<file path="src/rtl/ofdm_rx_pkg.sv">
// Shared OFDM constants and the RATE-field decoder.
// The TX puncturer reuses the same RATE codes and puncture-rate enum.
package ofdm_rx_pkg;

  // RATE field codes, one per data rate in Mb/s
  localparam logic [3:0] RATE_6M  = 4'b1101;
  localparam logic [3:0] RATE_9M  = 4'b1111;
  localparam logic [3:0] RATE_12M = 4'b0101;
  localparam logic [3:0] RATE_18M = 4'b0111;
  localparam logic [3:0] RATE_24M = 4'b1001;
  localparam logic [3:0] RATE_36M = 4'b1011;
  localparam logic [3:0] RATE_48M = 4'b0001;
  localparam logic [3:0] RATE_54M = 4'b0011;

  // Neutral soft value inserted at punctured positions
  localparam int ERASE_VAL = 0;

  typedef enum logic [1:0] {R12, R23, R34} rate_e;

  // SIGNAL symbols are always rate 1/2; unknown codes fall back to 1/2.
  function automatic rate_e rate_decode(input logic [3:0] rate_con,
                                        input logic       signal_flag);
    rate_e r;
    r = R12;
    if (!signal_flag) begin
      case (rate_con)
        RATE_6M, RATE_12M, RATE_24M:           r = R12;
        RATE_9M, RATE_18M, RATE_36M, RATE_54M: r = R34;
        RATE_48M:                              r = R23;
        default:                               r = R12;
      endcase
    end
    return r;
  endfunction

endpackage

</file>
<file path="src/rtl/data_depuncturing.sv">
// Depuncturer: rebuilds the rate-1/2 (A,B) soft-bit pair stream from the
// punctured stream, inserting erasures where the transmitter dropped bits.
module data_depuncturing
  import ofdm_rx_pkg::*;
#(
  parameter int SOFT_W = 3
) (
  input  logic              clk,
  input  logic              rst,
  input  logic [3:0]        rate_con,
  input  logic              signal_flag_in,
  input  logic              frame_start,
  input  logic [SOFT_W-1:0] din,
  input  logic              din_valid,
  input  logic              din_last,
  output logic              din_ready,
  output logic [SOFT_W-1:0] dout_a,
  output logic [SOFT_W-1:0] dout_b,
  output logic [1:0]        dout_erase,
  output logic              dout_valid,
  output logic              dout_last,
  input  logic              dout_ready,
  output logic              signal_flag_out
);

  localparam logic [SOFT_W-1:0] ERASE = SOFT_W'(ERASE_VAL);

  // Group state: pair index within the group, one-bit collector, latched rate
  logic [1:0]        phase_q;
  logic              coll_vld_q;
  logic [SOFT_W-1:0] coll_q;
  rate_e             rate_q;
  logic              sig_q;

  // Next-state / pair-building signals
  logic              accept;
  logic              grp_start;
  logic [1:0]        cur_phase;
  logic              cur_cv;
  rate_e             cur_rate;
  logic              cur_sig;
  logic              emit;
  logic [SOFT_W-1:0] pair_a, pair_b;
  logic [1:0]        pair_e;
  logic [1:0]        nxt_phase;
  logic              nxt_cv;
  logic [SOFT_W-1:0] nxt_coll;

  // Single output register: a new bit is taken whenever the register can be
  // refilled in the same cycle, so a drain and a load never leave a bubble.
  assign din_ready = ~dout_valid | dout_ready;
  assign accept    = din_valid & din_ready;

  // Decide what the accepted bit does under the (rate, phase) schedule
  always_comb begin
    // NOTE: every variable gets a default first so no path leaves it unassigned
    // (an unassigned path would infer a latch).
    cur_phase = frame_start ? 2'd0 : phase_q;
    cur_cv    = frame_start ? 1'b0 : coll_vld_q;
    grp_start = (cur_phase == 2'd0) && !cur_cv;
    cur_rate  = grp_start ? rate_decode(rate_con, signal_flag_in) : rate_q;
    cur_sig   = grp_start ? signal_flag_in : sig_q;
    emit      = 1'b0;
    pair_a    = ERASE;
    pair_b    = ERASE;
    pair_e    = 2'b00;
    nxt_phase = cur_phase;
    nxt_cv    = cur_cv;
    nxt_coll  = coll_q;

    case (cur_phase)
      2'd0: begin
        if (cur_cv) begin
          // (A0,B0): collector holds A, this bit is B
          emit      = 1'b1;
          pair_a    = coll_q;
          pair_b    = din;
          nxt_cv    = 1'b0;
          nxt_phase = (cur_rate == R12) ? 2'd0 : 2'd1;
        end else begin
          nxt_cv   = 1'b1;
          nxt_coll = din;
          if (din_last) begin
            // Frame ends on a lone A: close the pair with an erased B
            emit   = 1'b1;
            pair_a = din;
            pair_e = 2'b01;
          end
        end
      end
      2'd1: begin
        // (A1,e): B1 was punctured
        emit      = 1'b1;
        pair_a    = din;
        pair_e    = 2'b01;
        nxt_phase = (cur_rate == R34) ? 2'd2 : 2'd0;
      end
      default: begin
        // (e,B2): A2 was punctured
        emit      = 1'b1;
        pair_b    = din;
        pair_e    = 2'b10;
        nxt_phase = 2'd0;
      end
    endcase

    // The last bit always closes the group; remaining pairs are not produced
    if (din_last) begin
      nxt_phase = 2'd0;
      nxt_cv    = 1'b0;
    end
  end

  // Advance group state on accepted bits; frame_start alone clears it
  always_ff @(posedge clk or posedge rst) begin
    if (rst) begin
      // NOTE: sequential state uses non-blocking assignments so every register
      // samples the pre-edge value regardless of statement order.
      phase_q    <= 2'd0;
      coll_vld_q <= 1'b0;
      coll_q     <= '0;
      rate_q     <= R12;
      sig_q      <= 1'b0;
    end else if (accept) begin
      phase_q    <= nxt_phase;
      coll_vld_q <= nxt_cv;
      coll_q     <= nxt_coll;
      if (grp_start) begin
        rate_q <= cur_rate;
        sig_q  <= cur_sig;
      end
    end else if (frame_start) begin
      phase_q    <= 2'd0;
      coll_vld_q <= 1'b0;
      rate_q     <= R12;
      sig_q      <= 1'b0;
    end
  end

  // Output pair register: load on a completing accept, clear when drained
  always_ff @(posedge clk or posedge rst) begin
    if (rst) begin
      dout_valid      <= 1'b0;
      dout_a          <= '0;
      dout_b          <= '0;
      dout_erase      <= 2'b00;
      dout_last       <= 1'b0;
      signal_flag_out <= 1'b0;
    end else if (accept && emit) begin
      dout_valid      <= 1'b1;
      dout_a          <= pair_a;
      dout_b          <= pair_b;
      dout_erase      <= pair_e;
      dout_last       <= din_last;
      signal_flag_out <= cur_sig;
    end else if (dout_ready) begin
      dout_valid <= 1'b0;
    end
  end

endmodule

</file>
<file path="config.mk">
export PLATFORM = sky130hd
export DESIGN_NAME = data_depuncturing
export DESIGN_NICKNAME = d
export VERILOG_FILES = /design/src/rtl/ofdm_rx_pkg.sv /design/src/rtl/data_depuncturing.sv
export SDC_FILE = /design/constraint.sdc
export NUM_CORES = 1
export LEC_CHECK = 0
export CAP_MARGIN = 10
export CELL_PAD_IN_SITES_DETAIL_PLACEMENT = 0
export CELL_PAD_IN_SITES_GLOBAL_PLACEMENT = 1
export CORE_AREA = 2 2 59 61
export CTS_CLUSTER_DIAMETER = 150
export DETAILED_ROUTE_END_ITERATION = 10
export DIE_AREA = 0 0 61 63
export PLACE_DENSITY = 0.78
export SETUP_SLACK_MARGIN = 0.5
export SYNTH_ARGS = -nofsm -noshare
export SYNTH_HDL_FRONTEND = slang
export SYNTH_SLANG_ARGS = --single-unit
</file>
<file path="constraint.sdc">
create_clock -name clk -period 1.8 [get_ports clk]
set_input_delay 0.36 -clock clk [delete_from_list [all_inputs] [get_ports clk]]
set_output_delay 0.36 -clock clk [all_outputs]
set_load 0.05 [all_outputs]
</file>
# Word level (Yosys, flattened, before mapping)

Memories as Yosys holds them, arrays and structs flattened.
Cells that the tools add are included.

Equal/unequal tests: 3
Reductions and logical operators: 9
Mux-type cells: 34
Bitwise gates (word level): 4

Operators with widths:

| kind                                                                   | number |
|---|---|
| 2-bit two-way mux                                                      | 10 |
| 1-bit two-way mux                                                      | 17 |
| 3-bit case mux with 2 select lines                                     | 2 |
| 3-bit two-way mux                                                      | 3 |
| 2-bit case mux with 2 select lines                                     | 2 |
| 2-bit logical NOT                                                      | 2 |
| 2-bit nonzero test                                                     | 2 |
| 3-bit AND reduction                                                    | 1 |
| 2-bit by 1-bit equality test with 1-bit output (second input constant) | 1 |
| 2-bit equality test (second input constant)                            | 1 |
| 1-bit logical AND                                                      | 2 |
| 2-bit by 1-bit != test with 1-bit output (second input constant)       | 1 |
| 1-bit inverter                                                         | 2 |
| 2-bit AND reduction                                                    | 1 |
| 1-bit AND                                                              | 1 |
| 1-bit logical NOT                                                      | 1 |
| 1-bit bitwise OR                                                       | 1 |

Bits in registers: 20
Logic and storage cells: 62
Memories kept: 1
Memory bits (read-only): 32

Memory list:

| memory           | depth | bits a word | rd ports | clocked after memory_dff | wr ports | line              | text |
|---|---|---|---|---|---|---|---|
| (name not given) | 16    | 2           | 1        | 0                        | 0        | ofdm_rx_pkg.sv:26 | `case (rate_con)` |

# Longest topological paths before layout

Depth after elaboration: 10
Mapped depth: 7
Mapped depth without buffers: 5

# Worst setup path before layout

OpenSTA, ideal clock, no wires.

Path type: input to register
From: input port frame_start
To: register phase_q[1]
Required time: 1,734 ps
Arrival: 1,774 ps
Stages: 7
Path slack: -40 ps
Cells stage by stage: buf_4 -> or2b_2 -> ha_1 -> buf_2 -> mux2i_1 -> a2111oi_0 -> a22o_1

Cells in the longest elaborated chain, start to end: 9
Elaborated cells on any way between the ends: 13
Classes of those cells: eq/ne (2); mux (8); reduce/logical (3)

Ends and longest elaborated chain:

| element                                                | line                                             | text |
|---|---|---|
| from (decl)                                            | data_depuncturing.sv:12                          | `input logic frame_start,` |
| 2-bit two-way mux or 1-bit two-way mux (tied branches) | -                                                |  |
| 2-bit logical NOT or 1-bit logical NOT (tied branches) | data_depuncturing.sv:60, data_depuncturing.sv:71 |  |
| 1-bit logical AND                                      | data_depuncturing.sv:60                          | `grp_start = (cur_phase == 2'd0) && !cur_cv;` |
| 2-bit two-way mux                                      | data_depuncturing.sv:61                          | `cur_rate = grp_start ? rate_decode(rate_con, signal_flag_in) : rate_q;` |
| 2-bit equality test                                    | data_depuncturing.sv:96                          | `nxt_phase = (cur_rate == R34) ? 2'd2 : 2'd0;` |
| 2-bit two-way mux                                      | data_depuncturing.sv:96                          |  |
| 2-bit case mux with 2 select lines                     | data_depuncturing.sv:71                          | `case (cur_phase)` |
| 2-bit two-way mux                                      | data_depuncturing.sv:108                         | `if (din_last) begin` |
| 2-bit two-way mux *                                    | data_depuncturing.sv:124                         | `end else if (accept) begin` |
| to (signal assigned)                                   | data_depuncturing.sv:125                         | `phase_q <= nxt_phase;` |
| to (decl)                                              | data_depuncturing.sv:29                          | `logic [1:0] phase_q;` |

Mark *: on every way between the ends. The rest lies on a longest branch, timed or not.
A chain may end at the register's enable or synchronous reset.

# Final worst setup path

From: register coll_vld_q
To: register signal_flag_out

Cells in the longest elaborated chain, start to end: 4
Elaborated cells on any way between the ends: 7
Classes of those cells: mux (4); reduce/logical (3)

Ends and longest elaborated chain:

| element                                                | line                                              | text |
|---|---|---|
| from (decl)                                            | data_depuncturing.sv:30                           | `logic coll_vld_q;` |
| from (signal assigned)                                 | data_depuncturing.sv:126                          | `coll_vld_q <= nxt_cv;` |
| 1-bit two-way mux *                                    | -                                                 |  |
| 1-bit two-way mux or 1-bit logical NOT (tied branches) | data_depuncturing.sv:73, data_depuncturing.sv:60  |  |
| 1-bit two-way mux or 1-bit logical AND (tied branches) | data_depuncturing.sv:71, data_depuncturing.sv:60  |  |
| 1-bit logical AND or 1-bit two-way mux (tied branches) | data_depuncturing.sv:149, data_depuncturing.sv:62 |  |
| to (signal assigned)                                   | data_depuncturing.sv:155                          | `signal_flag_out <= cur_sig;` |
| to (decl)                                              | data_depuncturing.sv:23                           | `output logic signal_flag_out` |

Marked as above.

==> out/summary.md <==
Cell taking the most area after synthesis: sky130_fd_sc_hd__dfrtp_1. The setup skew after layout is 0.00232 ns, and the count of antenna-violating nets left after detailed routing is 0. Dividing the synthesized area by the synthesized cell count gives 11.1 um^2. After detailed routing, the met3 layer carries 38 um of wire. The number of antenna violations at the first check in global routing came out at 0. Summing internal, switching and leakage power gives 1.28 mW. For the proportion of power drawn by the clock network, the log shows 0.204. The detailed router placed 880 vias in this run. The number of nets in the synthesized netlist is 108.

The most common cell in the synthesized netlist is sky130_fd_sc_hd__dfrtp_1. The run gives 324 uV as the maximum resistive drop on vdd. The Yosys warning count was 0; the total power per unit cell area was 799 nW/um^2. Among all flip-flop cells after synthesis, the most frequent one is sky130_fd_sc_hd__dfrtp_1.

In the final routed layout, each cell accounts on average for 12.7 um. The wire length on met1 was 1.12 mm. The run gives 0.320 as the starting utilization of the core area. At the later pin of the worst-skew pair, clock insertion delay measures 0.29 ns.

For the final hold violation count, the log shows 0. STA classifies the critical path endpoint as a register. For the leakage power figure, the log shows 0.767 nW. Data on the critical path arrives at its endpoint at 1.75 ns. Setup repair after global routing could not meet its margin everywhere. The number of different library cells in the post-synthesis netlist is 32. After synthesis, the most frequently instantiated cells are 20 x sky130_fd_sc_hd__dfrtp_1, 11 x sky130_fd_sc_hd__o21ai_0, 9 x sky130_fd_sc_hd__mux2_2. The uppermost metal layer occupied by signal nets is met4.

The share of final-layout standard cells stronger than drive strength 1 came out at 0.458. Summed over all nets, the half-perimeter wirelength after detailed placement is 1.79 mm. The growth of design area from synthesis to finish works out to 55.3%. Entering global routing, the biggest net connects 21 pins. The routed design has 2.39 mm of wire. The die extent in x is 61 um, and the number of pins with negative max-slew slack in the final report is 0. For this run, design rule violations remaining after detail routing come to 0. The count of TritonRoute iterations in the first routing pass was 4; the final hold slack was 0.383 ns. The worst setup path category is reg2reg. The net switching share of the total power was 0.338. In this run, CTS created clock tree buffers numbering 3. Number of inserted filler cells in the final layout: 299.

The via count of the first global-routing pass was 873. Input and output buffers added on the ports amount to 25. Fraction of the cycle the final worst path needs: 0.866. The die covers 3840 um^2. The run gives 0.375 as the share of power burned in combinational logic. In the final layout, the multi-input gates occupy 561 um^2. For the routability congestion estimate, the log shows 0.749.

The tree is rooted in a sky130_fd_sc_hd__clkbuf_4. For the final layout net count, the log shows 158. Yosys attributes the largest share of cell area to sky130_fd_sc_hd__dfrtp_1 48%, sky130_fd_sc_hd__mux2_2 9.8%, sky130_fd_sc_hd__o21ai_0 5.3%. For this block, the initial DRC count from the detailed router was 33. Synthesis handed over a netlist of 93 instances. In the final layout, flip-flops and latches occupy 504 um^2. The longest clock path from root to sink contains 2 buffers. In this run the worst path has a maximum fanout of 5. The worst setup path is launched from a register. The run gives 1.20 mm as the sum of met2 wire segment lengths after detailed routing.

The proportion of register bits with asynchronous set or reset after synthesis is 1.00. The pin slew with the least headroom to its limit works out to 0.328 ns. For the sequential share of power, the log shows 0.421. The logs give 0.434 mW for the switching power summed over all nets and 0.849 mW for the internal power summed over all cells.

Post-route core utilization: 0.497. The fraction of post-synthesis cell area in the top cell type by area was 0.484; the number of levels in the clock H-tree was 1. Max-cap violations in this run came to 0. The first global-routing pass estimated 3.93 mm of wire.

The tools report the sequential fraction of the synthesis area as 0.484. The tools report the number of antenna diodes as 0. The tools report the required time at the worst-slack endpoint as 1.99 ns. The min-delay analysis places its worst path in the category in2async. In this run, synthesis inferred 0 flip-flops with an integrated enable. Minimum period implied by the final worst setup slack: 1.56 ns. The tools report the number of rows created at floorplan as 21. The number of synthesized register bits was 20; the number of vias per cell after detailed routing was 4.68. The placeable core area was 3230 um^2; the clock-pin slew on the worst setup and hold paths was 0.12 ns.

Derived from the worst setup path, the maximum achievable clock frequency is 641 MHz. The flow ran to the end, and the final reports show no timing, DRC or antenna violations. TritonCTS built the clock tree.

Setup total negative slack on the finished layout was measured at 0 ns. The cell area after synthesis came out at 1030 um^2. The overall global routing resource usage came out at 0.131. The clock drives 20 sinks.

In this run the count of I/O pins placed on the die edge is 26. The relative max-transition margin came out at 0.781. Setup violations remaining at the end of the flow were counted as 0. The total grt overflow is 0.

Measured along the y axis, the die boundary spans 63 um.
## kinds of logic (layout without fill, tap and decap cells)
logic type | Yosys count | count (layout) | synth area share
adders and majority gates | 1 | 1 | 0.0121
AOI/OAI and AO/OA | 24 | 24 | 0.166
muxes | 12 | 12 | 0.127
and+or+nand+nor | 27 | 27 | 0.163
DFF | 20 | 20 | 0.484
buffers and inverters | 9 | 58 | 0.0484
## per-stage QoR
stage / instance area (um^2) / instances / setup WS, ns
3_3_place_gp: 1470 / 176 / -0.190
4_1_cts: 1570 / 184 / 0.246
3_5_place_dp: 1470 / 176 / -0.292
5_1_grt: 1610 / 188 / 0.160
2_1_floorplan: 1100 / 93 / 0.134
6_report: 1610 / 188 / 0.240
## critical path: stages (launching register included)
cell	delay, ns
sky130_fd_sc_hd__dfrtp_1	0.44
sky130_fd_sc_hd__or2b_4	0.30
sky130_fd_sc_hd__ha_4	0.18
sky130_fd_sc_hd__mux2_2	0.27
sky130_fd_sc_hd__mux2_4	0.26
## metal layers
layer  GRT usage  up-vias
met3      0.0145        2
met5           0        -
met2       0.210       10
met4      0.0462        0
met1       0.178      434
li1            -      434
## cell type report
cell class / count / area share
multi-input cells: 64 / 0.349
clock buffers: 4 / 0.0226
repair buffers: 49 / 0.267
flip-flops and latches: 20 / 0.314
well taps: 46 / 0.0358
inverters: 5 / 0.0117
## flip-flops by register name, summed over array words and instances (netlist names)
name             count
dout_last            1
dout_a               3
dout_erase           2
coll_vld_q           1
signal_flag_out      1
dout_valid           1
rate_q               2
dout_b               3
coll_q               3
sig_q                1
phase_q              2
## cell usage in the layout (no fill, tap or decap), types with 3 or more instances in the layout
cell	Yosys	final
sky130_fd_sc_hd__a32o_1	3	3
sky130_fd_sc_hd__buf_4	2	31
sky130_fd_sc_hd__buf_6	1	3
sky130_fd_sc_hd__clkbuf_4	0	3
sky130_fd_sc_hd__clkdlybuf4s50_1	0	11
sky130_fd_sc_hd__dfrtp_1	20	17
sky130_fd_sc_hd__dfrtp_2	0	3
sky130_fd_sc_hd__inv_1	5	5
sky130_fd_sc_hd__mux2_4	0	8
sky130_fd_sc_hd__nand2_1	8	8
sky130_fd_sc_hd__nor2_1	3	3
sky130_fd_sc_hd__o21ai_0	11	10
## worst paths after layout
check / startpoint / endpoint / slack [ns] / depth (start not counted)
worst max-delay path: coll_vld_q / signal_flag_out / 0.24 / 4
worst min-delay path: rst / dout_valid / 0.38 / 3
worst max register to register: coll_vld_q / signal_flag_out / 0.24 / 4
worst min register to register: rate_q[1] / rate_q[1] / 0.51 / 1
max in group asynchronous: rst / phase_q[0] / 1.20 / 3
min in group clk: rate_q[1] / rate_q[1] / 0.51 / 1
## power groups by stage
stage / Clock [mW] / Combinational (mW) / Sequential, mW
final: 0.261 / 0.482 / 0.540
after global routing: 0.297 / 0.512 / 0.548
after CTS: 0.272 / 0.466 / 0.540
after detailed placement: 0 / 0.447 / 0.549
after global placement: 0 / 0.439 / 0.548
after floorplan: 0 / 0.159 / 0.674
## repair_timing
| action | CTS | global route |
|---|---|---|
| resized for setup | 11 | 3 |
| setup endpoints to repair | 22 | 23 |
| hold buffers | 0 | 0 |
| setup buffers | 4 | 4 |
| pin swaps | 3 | 1 |
Power figures use the tool's default switching activity.
